File: src/rtl/dcache_pkg.sv
// Shared types for the write-through data cache: FSM state encoding and address-split widths.
package dcache_pkg;

    typedef enum logic [1:0] {
        IDLE  = 2'd0,
        FILL  = 2'd1,
        WRITE = 2'd2
    } state_t;

    function automatic int idxW(input int lines);
        return $clog2(lines);
    endfunction

    function automatic int tagW(input int addrW, input int lines);
        return addrW - $clog2(lines) - 2;
    endfunction

endpackage

File: src/rtl/dcache_line_store.sv
// Line storage: valid bits (async-cleared), tags and data words; combinational read, one write port.
// wrAlloc marks a fill (tag + valid written too); a plain write touches only the data word.
module dcache_line_store
    import dcache_pkg::*;
#(
    parameter int LINES  = 16,
    parameter int ADDR_W = 32,
    localparam int IDX_W = idxW(LINES),
    localparam int TAG_W = tagW(ADDR_W, LINES)
) (
    input  logic              clk,
    input  logic              rst,
    input  logic [IDX_W-1:0]  rdIdx,
    output logic              rdValid,
    output logic [TAG_W-1:0]  rdTag,
    output logic [ADDR_W-1:0] rdData,
    input  logic              wrEn,
    input  logic              wrAlloc,
    input  logic [IDX_W-1:0]  wrIdx,
    input  logic [TAG_W-1:0]  wrTag,
    input  logic [ADDR_W-1:0] wrData
);

    logic [LINES-1:0]  validArr;
    logic [TAG_W-1:0]  tagArr  [LINES];
    logic [ADDR_W-1:0] dataArr [LINES];

    always_ff @(posedge clk or negedge rst) begin
        if (!rst) begin
            validArr <= '0;
        end else if (wrEn && wrAlloc) begin
            validArr[wrIdx] <= 1'b1;
        end
    end

    always_ff @(posedge clk) begin
        if (wrEn) begin
            dataArr[wrIdx] <= wrData;
            if (wrAlloc) begin
                tagArr[wrIdx] <= wrTag;
            end
        end
    end

    assign rdValid = validArr[rdIdx];
    assign rdTag   = tagArr[rdIdx];
    assign rdData  = dataArr[rdIdx];

endmodule

File: src/rtl/dcache_wt.sv
// Direct-mapped write-through, no-write-allocate D-cache; hits in 0 cycles, fill = ack + 1 cycle.
// stall holds the core during fills and write-throughs; DCACHE_STATS_EN adds hit/miss counters.
module dcache_wt
    import dcache_pkg::*;
#(
    parameter int LINES  = 16,
    parameter int ADDR_W = 32
) (
    input  logic              clk,
    input  logic              rst,
    input  logic              memRead,
    input  logic              memWrite,
    input  logic [ADDR_W-1:0] address,
    input  logic [ADDR_W-1:0] writeData,
    output logic [ADDR_W-1:0] readData,
    output logic              stall,
    output logic              memReq,
    output logic              memWe,
    output logic [ADDR_W-1:0] memAddr,
    output logic [ADDR_W-1:0] memWData,
    input  logic              memAck,
    input  logic [ADDR_W-1:0] memRData
`ifdef DCACHE_STATS_EN
    ,
    output logic [31:0]       hitCount,
    output logic [31:0]       missCount
`endif
);

    localparam int IDX_W = idxW(LINES);
    localparam int TAG_W = tagW(ADDR_W, LINES);

    state_t            state;
    logic [IDX_W-1:0]  idx;
    logic [TAG_W-1:0]  tag;
    logic [ADDR_W-1:0] alignedAddr;
    logic              lineValid;
    logic [TAG_W-1:0]  lineTag;
    logic [ADDR_W-1:0] lineData;
    logic              hit;
    logic              fillDone;
    logic              storeHit;
    logic              wrEn;
    logic [IDX_W-1:0]  wrIdx;
    logic [ADDR_W-1:0] wrData;
    logic              unusedByteOffset;

    assign idx              = address[IDX_W+1:2];
    assign tag              = address[ADDR_W-1:IDX_W+2];
    assign alignedAddr      = {address[ADDR_W-1:2], 2'b00};
    assign unusedByteOffset = ^address[1:0];

    assign hit      = lineValid && (lineTag == tag);
    assign readData = hit ? lineData : '0;

    // Fill index/tag come from the latched request so the write lands where the miss was taken.
    assign fillDone = (state == FILL) && memAck;
    assign storeHit = (state == IDLE) && memWrite && hit;
    assign wrEn     = fillDone || storeHit;
    assign wrIdx    = fillDone ? memAddr[IDX_W+1:2] : idx;
    assign wrData   = fillDone ? memRData : writeData;

    dcache_line_store #(
        .LINES  (LINES),
        .ADDR_W (ADDR_W)
    ) u_lineStore (
        .clk     (clk),
        .rst     (rst),
        .rdIdx   (idx),
        .rdValid (lineValid),
        .rdTag   (lineTag),
        .rdData  (lineData),
        .wrEn    (wrEn),
        .wrAlloc (fillDone),
        .wrIdx   (wrIdx),
        .wrTag   (memAddr[ADDR_W-1:IDX_W+2]),
        .wrData  (wrData)
    );

    always_comb begin
        stall = 1'b0;
        unique case (state)
            IDLE:    stall = memWrite || (memRead && !hit);
            FILL:    stall = 1'b1;
            WRITE:   stall = !memAck;
            default: stall = 1'b0;
        endcase
    end

    always_ff @(posedge clk or negedge rst) begin
        if (!rst) begin
            state    <= IDLE;
            memReq   <= 1'b0;
            memWe    <= 1'b0;
            memAddr  <= '0;
            memWData <= '0;
        end else begin
            unique case (state)
                IDLE: begin
                    if (memWrite) begin
                        memReq   <= 1'b1;
                        memWe    <= 1'b1;
                        memAddr  <= alignedAddr;
                        memWData <= writeData;
                        state    <= WRITE;
                    end else if (memRead && !hit) begin
                        memReq  <= 1'b1;
                        memWe   <= 1'b0;
                        memAddr <= alignedAddr;
                        state   <= FILL;
                    end
                end
                FILL, WRITE: begin
                    if (memAck) begin
                        memReq <= 1'b0;
                        state  <= IDLE;
                    end
                end
                default: state <= IDLE;
            endcase
        end
    end

`ifdef DCACHE_STATS_EN
    // Loads only: a store with memRead also set is a store.
    always_ff @(posedge clk or negedge rst) begin
        if (!rst) begin
            hitCount  <= '0;
            missCount <= '0;
        end else if (state == IDLE && memRead && !memWrite) begin
            if (hit) begin
                hitCount <= hitCount + 32'd1;
            end else begin
                missCount <= missCount + 32'd1;
            end
        end
    end
`endif

endmodule

File: config.mk
export PLATFORM = sky130hd
export DESIGN_NAME = dcache_wt
export DESIGN_NICKNAME = d
export VERILOG_FILES = /design/src/rtl/dcache_pkg.sv /design/src/rtl/dcache_line_store.sv /design/src/rtl/dcache_wt.sv
export SDC_FILE = /design/constraint.sdc
export NUM_CORES = 1
export LEC_CHECK = 0
export BUFFER_PORTS_ARGS = -buffer_cell sky130_fd_sc_hd__buf_2
export CAP_MARGIN = 30
export CELL_PAD_IN_SITES_DETAIL_PLACEMENT = 1
export CELL_PAD_IN_SITES_GLOBAL_PLACEMENT = 1
export CORE_MARGIN = 10
export CORE_UTILIZATION = 45
export CTS_CLUSTER_DIAMETER = 60
export DETAILED_ROUTE_END_ITERATION = 7
export GPL_TIMING_DRIVEN = 0
export PLACE_DENSITY_LB_ADDON = 0.1
export SYNTH_ARGS = -nofsm -noshare
export SYNTH_HDL_FRONTEND = slang
export SYNTH_SLANG_ARGS = --single-unit
File: constraint.sdc
create_clock -name clk -period 5.75 [get_ports clk]
set_clock_uncertainty 0.05 [all_clocks]
set_input_delay 0.8625 -clock clk [delete_from_list [all_inputs] [get_ports clk]]
set_output_delay 0.8625 -clock clk [all_outputs]
set_load 0.02 [all_outputs]
==> flow_summary.json <==
{
  "setup_slack_ns": 0.112,
  "power_frac_clock_pct": 36.0,
  "use_met3_pct": 4.44,
  "clk_pin_slew_worst_paths_ns": 0.06,
  "leakagePower_uw": 0.0156,
  "status": "completed",
  "port_buffers": 191,
  "cp.required_ns": 4.84,
  "grtUsageTotal_pct": 22.5,
  "cts_tree": "yes",
  "die_y_um": 317,
  "path_class": "in2out",
  "period_needed_ns": 5.64,
  "grt_max_degree": 56,
  "start_util_pct": 45.6,
  "top_usage_layer": "met2",
  "async_flop_share_pct": 8.12,
  "worst_slew_pin_slew_ns": 1.01,
  "cts-root-buf": "clkbuf_16",
  "wl_um": 113000,
  "ant_nets": 0,
  "synth.distinct_cells": 61,
  "irDropWorstVdd_mv": 0.339,
  "combPwrFrac_pct": 12.6,
  "avgRoutedWirePerCell_um": 33.0,
  "ys_ff_latch": 1010,
  "cts.sinks": 1010,
  "power_switching_uw": 4910,
  "swShare_pct": 26.4,
  "hold_class": "in2async",
  "place_ws_ns": -0.412,
  "use_met1_pct": 28.8,
  "core_area_mm2": 0.0872,
  "drive_gt1_share_pct": 39.3,
  "vias_per_cell": 5.89,
  "crit_path_start_kind": "input port",
  "cts_buffers": 107,
  "ys_warn_count": 0,
  "rows": 108,
  "synth-main-ff-cell": "edfxtp_1",
  "max_clock_freq_ghz": 0.177,
  "dr.pass1.iters": 5,
  "worstPathArrival_ns": 4.73,
  "drv_cap": 0,
  "die_w_um": 317,
  "clk_latency_ns": 0.68,
  "final_nets": 2277,
  "htreeDepth": 3,
  "avgSynthCellArea_um2": 21.9,
  "area_delta_synth_final_pct": 18.1,
  "pwr-share-seq_pct": 51.4,
  "grt_pass1_vias": 21700,
  "period_share_pct": 98.1,
  "fp.dieArea_mm2": 0.101,
  "p_int_uw": 13700,
  "routabilityCongestion": 0.828,
  "setup_viol": 0,
  "grt_setup_unrepaired": "false",
  "grt_pass1_wl_um": 160000,
  "power_density_mw_per_mm2": 396,
  "hold_viol_final": 0,
  "drc": 0,
  "ios": 200,
  "relSlewSlack_pct": 32.4,
  "synth_area_mm2": 0.0398,
  "placedCellCount": 3212,
  "drt_iter0_markers": 1903,
  "clk_path_buf_depth": 3,
  "ys_seq_area_share_pct": 75.2,
  "overflow": 0,
  "fill_cells": 7673,
  "post-dp-hpwl_um": 73200,
  "synth_edf_count": 928,
  "vias": 20100,
  "end_kind": "primary output",
  "grt_antenna_before_repair": 5,
  "maxSlewViolCount": 0,
  "syn_inst": 1819,
  "final_cells": 3420,
  "met2_usage_pct": 38.7,
  "cp_max_fo": 10
}
## timing repair
action | CTS | global route
pin swaps | 0 | 0
hold buffers | 0 | 0
setup buffers | 0 | 0
resized for setup | 15 | 20
setup endpoints to repair | 33 | 30
## synthesized netlist by cell type, types with 3 or more instances
library cell | n | area [um2]
nor3b_1 | 4 | 30.0
nand2_1 | 24 | 90.1
mux2_2 | 105 | 1180
buf_2 | 23 | 115
a22o_1 | 5 | 43.8
clkbuf_1 | 34 | 128
nor2b_1 | 37 | 231
a31oi_1 | 5 | 31.3
mux2i_1 | 48 | 480
nand3_1 | 10 | 50.1
nor4_1 | 4 | 25.0
xnor2_1 | 11 | 96.3
buf_1 | 14 | 52.6
dfrtp_1 | 82 | 2050
a22oi_1 | 6 | 45.0
nand4_1 | 3 | 18.8
or2_2 | 18 | 113
nand2b_1 | 5 | 31.3
buf_4 | 12 | 90.1
edfxtp_1 | 928 | 27900
mux4_2 | 260 | 5860
xor2_1 | 16 | 140
o211ai_1 | 3 | 22.5
a221oi_1 | 3 | 26.3
buf_6 | 9 | 101
inv_1 | 9 | 33.8
a21oi_1 | 25 | 125
o22ai_1 | 7 | 43.8
ha_1 | 4 | 50.1
nor3_1 | 13 | 65.1
o21ai_0 | 13 | 65.1
nor2_1 | 39 | 146
## cell families after synthesis
logic type	Yosys count	share of synthesized area, %
adders and majority gates	4	0.126
buffers and inverters	105	1.35
DFF	1010	75.2
xor gates and xnor gates	27	0.595
muxes	413	18.9
AOI/OAI and AO/OA	83	1.37
other	1	0.00943
and+or+nand+nor	176	2.39
## power groups by stage
stage	clock, uW	combinational [uW]	sequential, uW
after floorplan	0	1080	9810
after global placement	0	2230	9660
after detailed placement	0	2360	9720
after CTS	6820	2370	9570
after global routing	7130	2500	9680
final	6710	2340	9570
## layout by cell type (no fill, tap or decap), drive strengths merged, types with 3 or more instances in the layout
cell	instances
nor2b	37
nor3	13
nor4	4
edfxtp	928
nand4	3
o211ai	3
or2	19
nor2	39
ha	4
inv	16
nand3	10
xor2	16
o22ai	7
a31oi	5
nand2b	5
mux2	105
a22o	5
a22oi	6
mux2i	48
xnor2	11
a221oi	3
clkinv	44
bufinv	6
buf	297
mux4	260
nand2	24
clkinvlp	7
dfrtp	82
o21ai	13
clkbuf	178
nor3b	4
a21oi	25
## critical path, stage by stage
cell and delay [ns]:
buf_4 0.24, clkbuf_1 0.59, mux4_2 0.42, mux4_2 0.49
xnor2_1 0.18, nand2_1 0.18, nor3_1 0.23, nand3_1 0.11
or4_4 0.70, buf_6 0.22, nor2b_1 0.23, buf_2 0.22
## sequential cells by signal, summed over array words and instances (netlist names)
signal and count:
memWe 1, u_lineStore.tagArr 416, u_lineStore.validArr 16, memWData 32
state 2, u_lineStore.dataArr 512, memAddr 30, memReq 1
## layout make-up
type,instances,area (um2),share of cell area (%)
diodes,1,2.50,0.00533
clock inverters,61,542,1.15
inverters,12,48.8,0.104
plain buffers,93,533,1.14
well taps,1155,1450,3.08
clock buffers,140,2870,6.12
multi-input cells,705,9640,20.5
flip-flops and latches,1010,29900,63.7
repair buffers,243,1950,4.16
## metrics by stage
step / total power (uW) / area [um2] / util (%) / TNS [ns] / hold WS (ns)
after floorplan: 10900 / 39800 / - / 0 / 0.384
after global placement: 11900 / 42200 / 48.4 / -2284.79 / 0.396
after detailed placement: 12100 / 43400 / 49.8 / -102.95 / 0.399
after CTS: 18800 / 46800 / 53.7 / 0 / 0.104
after global routing: 19300 / 46900 / 53.9 / 0 / 0.116
final: 18600 / 47000 / 53.9 / 0 / 0.0998
## final timing paths
check | depth (start not counted) | slack (ns) | startpoint | to
min | 1 | 0.1 | rst | memAddr[6]
max reg2reg | 10 | 1.20 | u_lineStore.tagArr[15][0] | u_lineStore.dataArr[12][5]
min reg2reg | 1 | 0.42 | u_lineStore.validArr[9] | u_lineStore.validArr[9]
max | 12 | 0.11 | address[4] | readData[16]
min in group clk | 2 | 0.38 | writeData[17] | memWData[17]
max in group asynchronous | 2 | 4.80 | rst | memWData[9]
## metal layers
layer	wire length, um	vias up
met1	45000	10900
met5	51	-
met2	57700	731
li1	-	8317
met4	3020	6
met3	7020	181
Power figures use the tool's default switching activity.
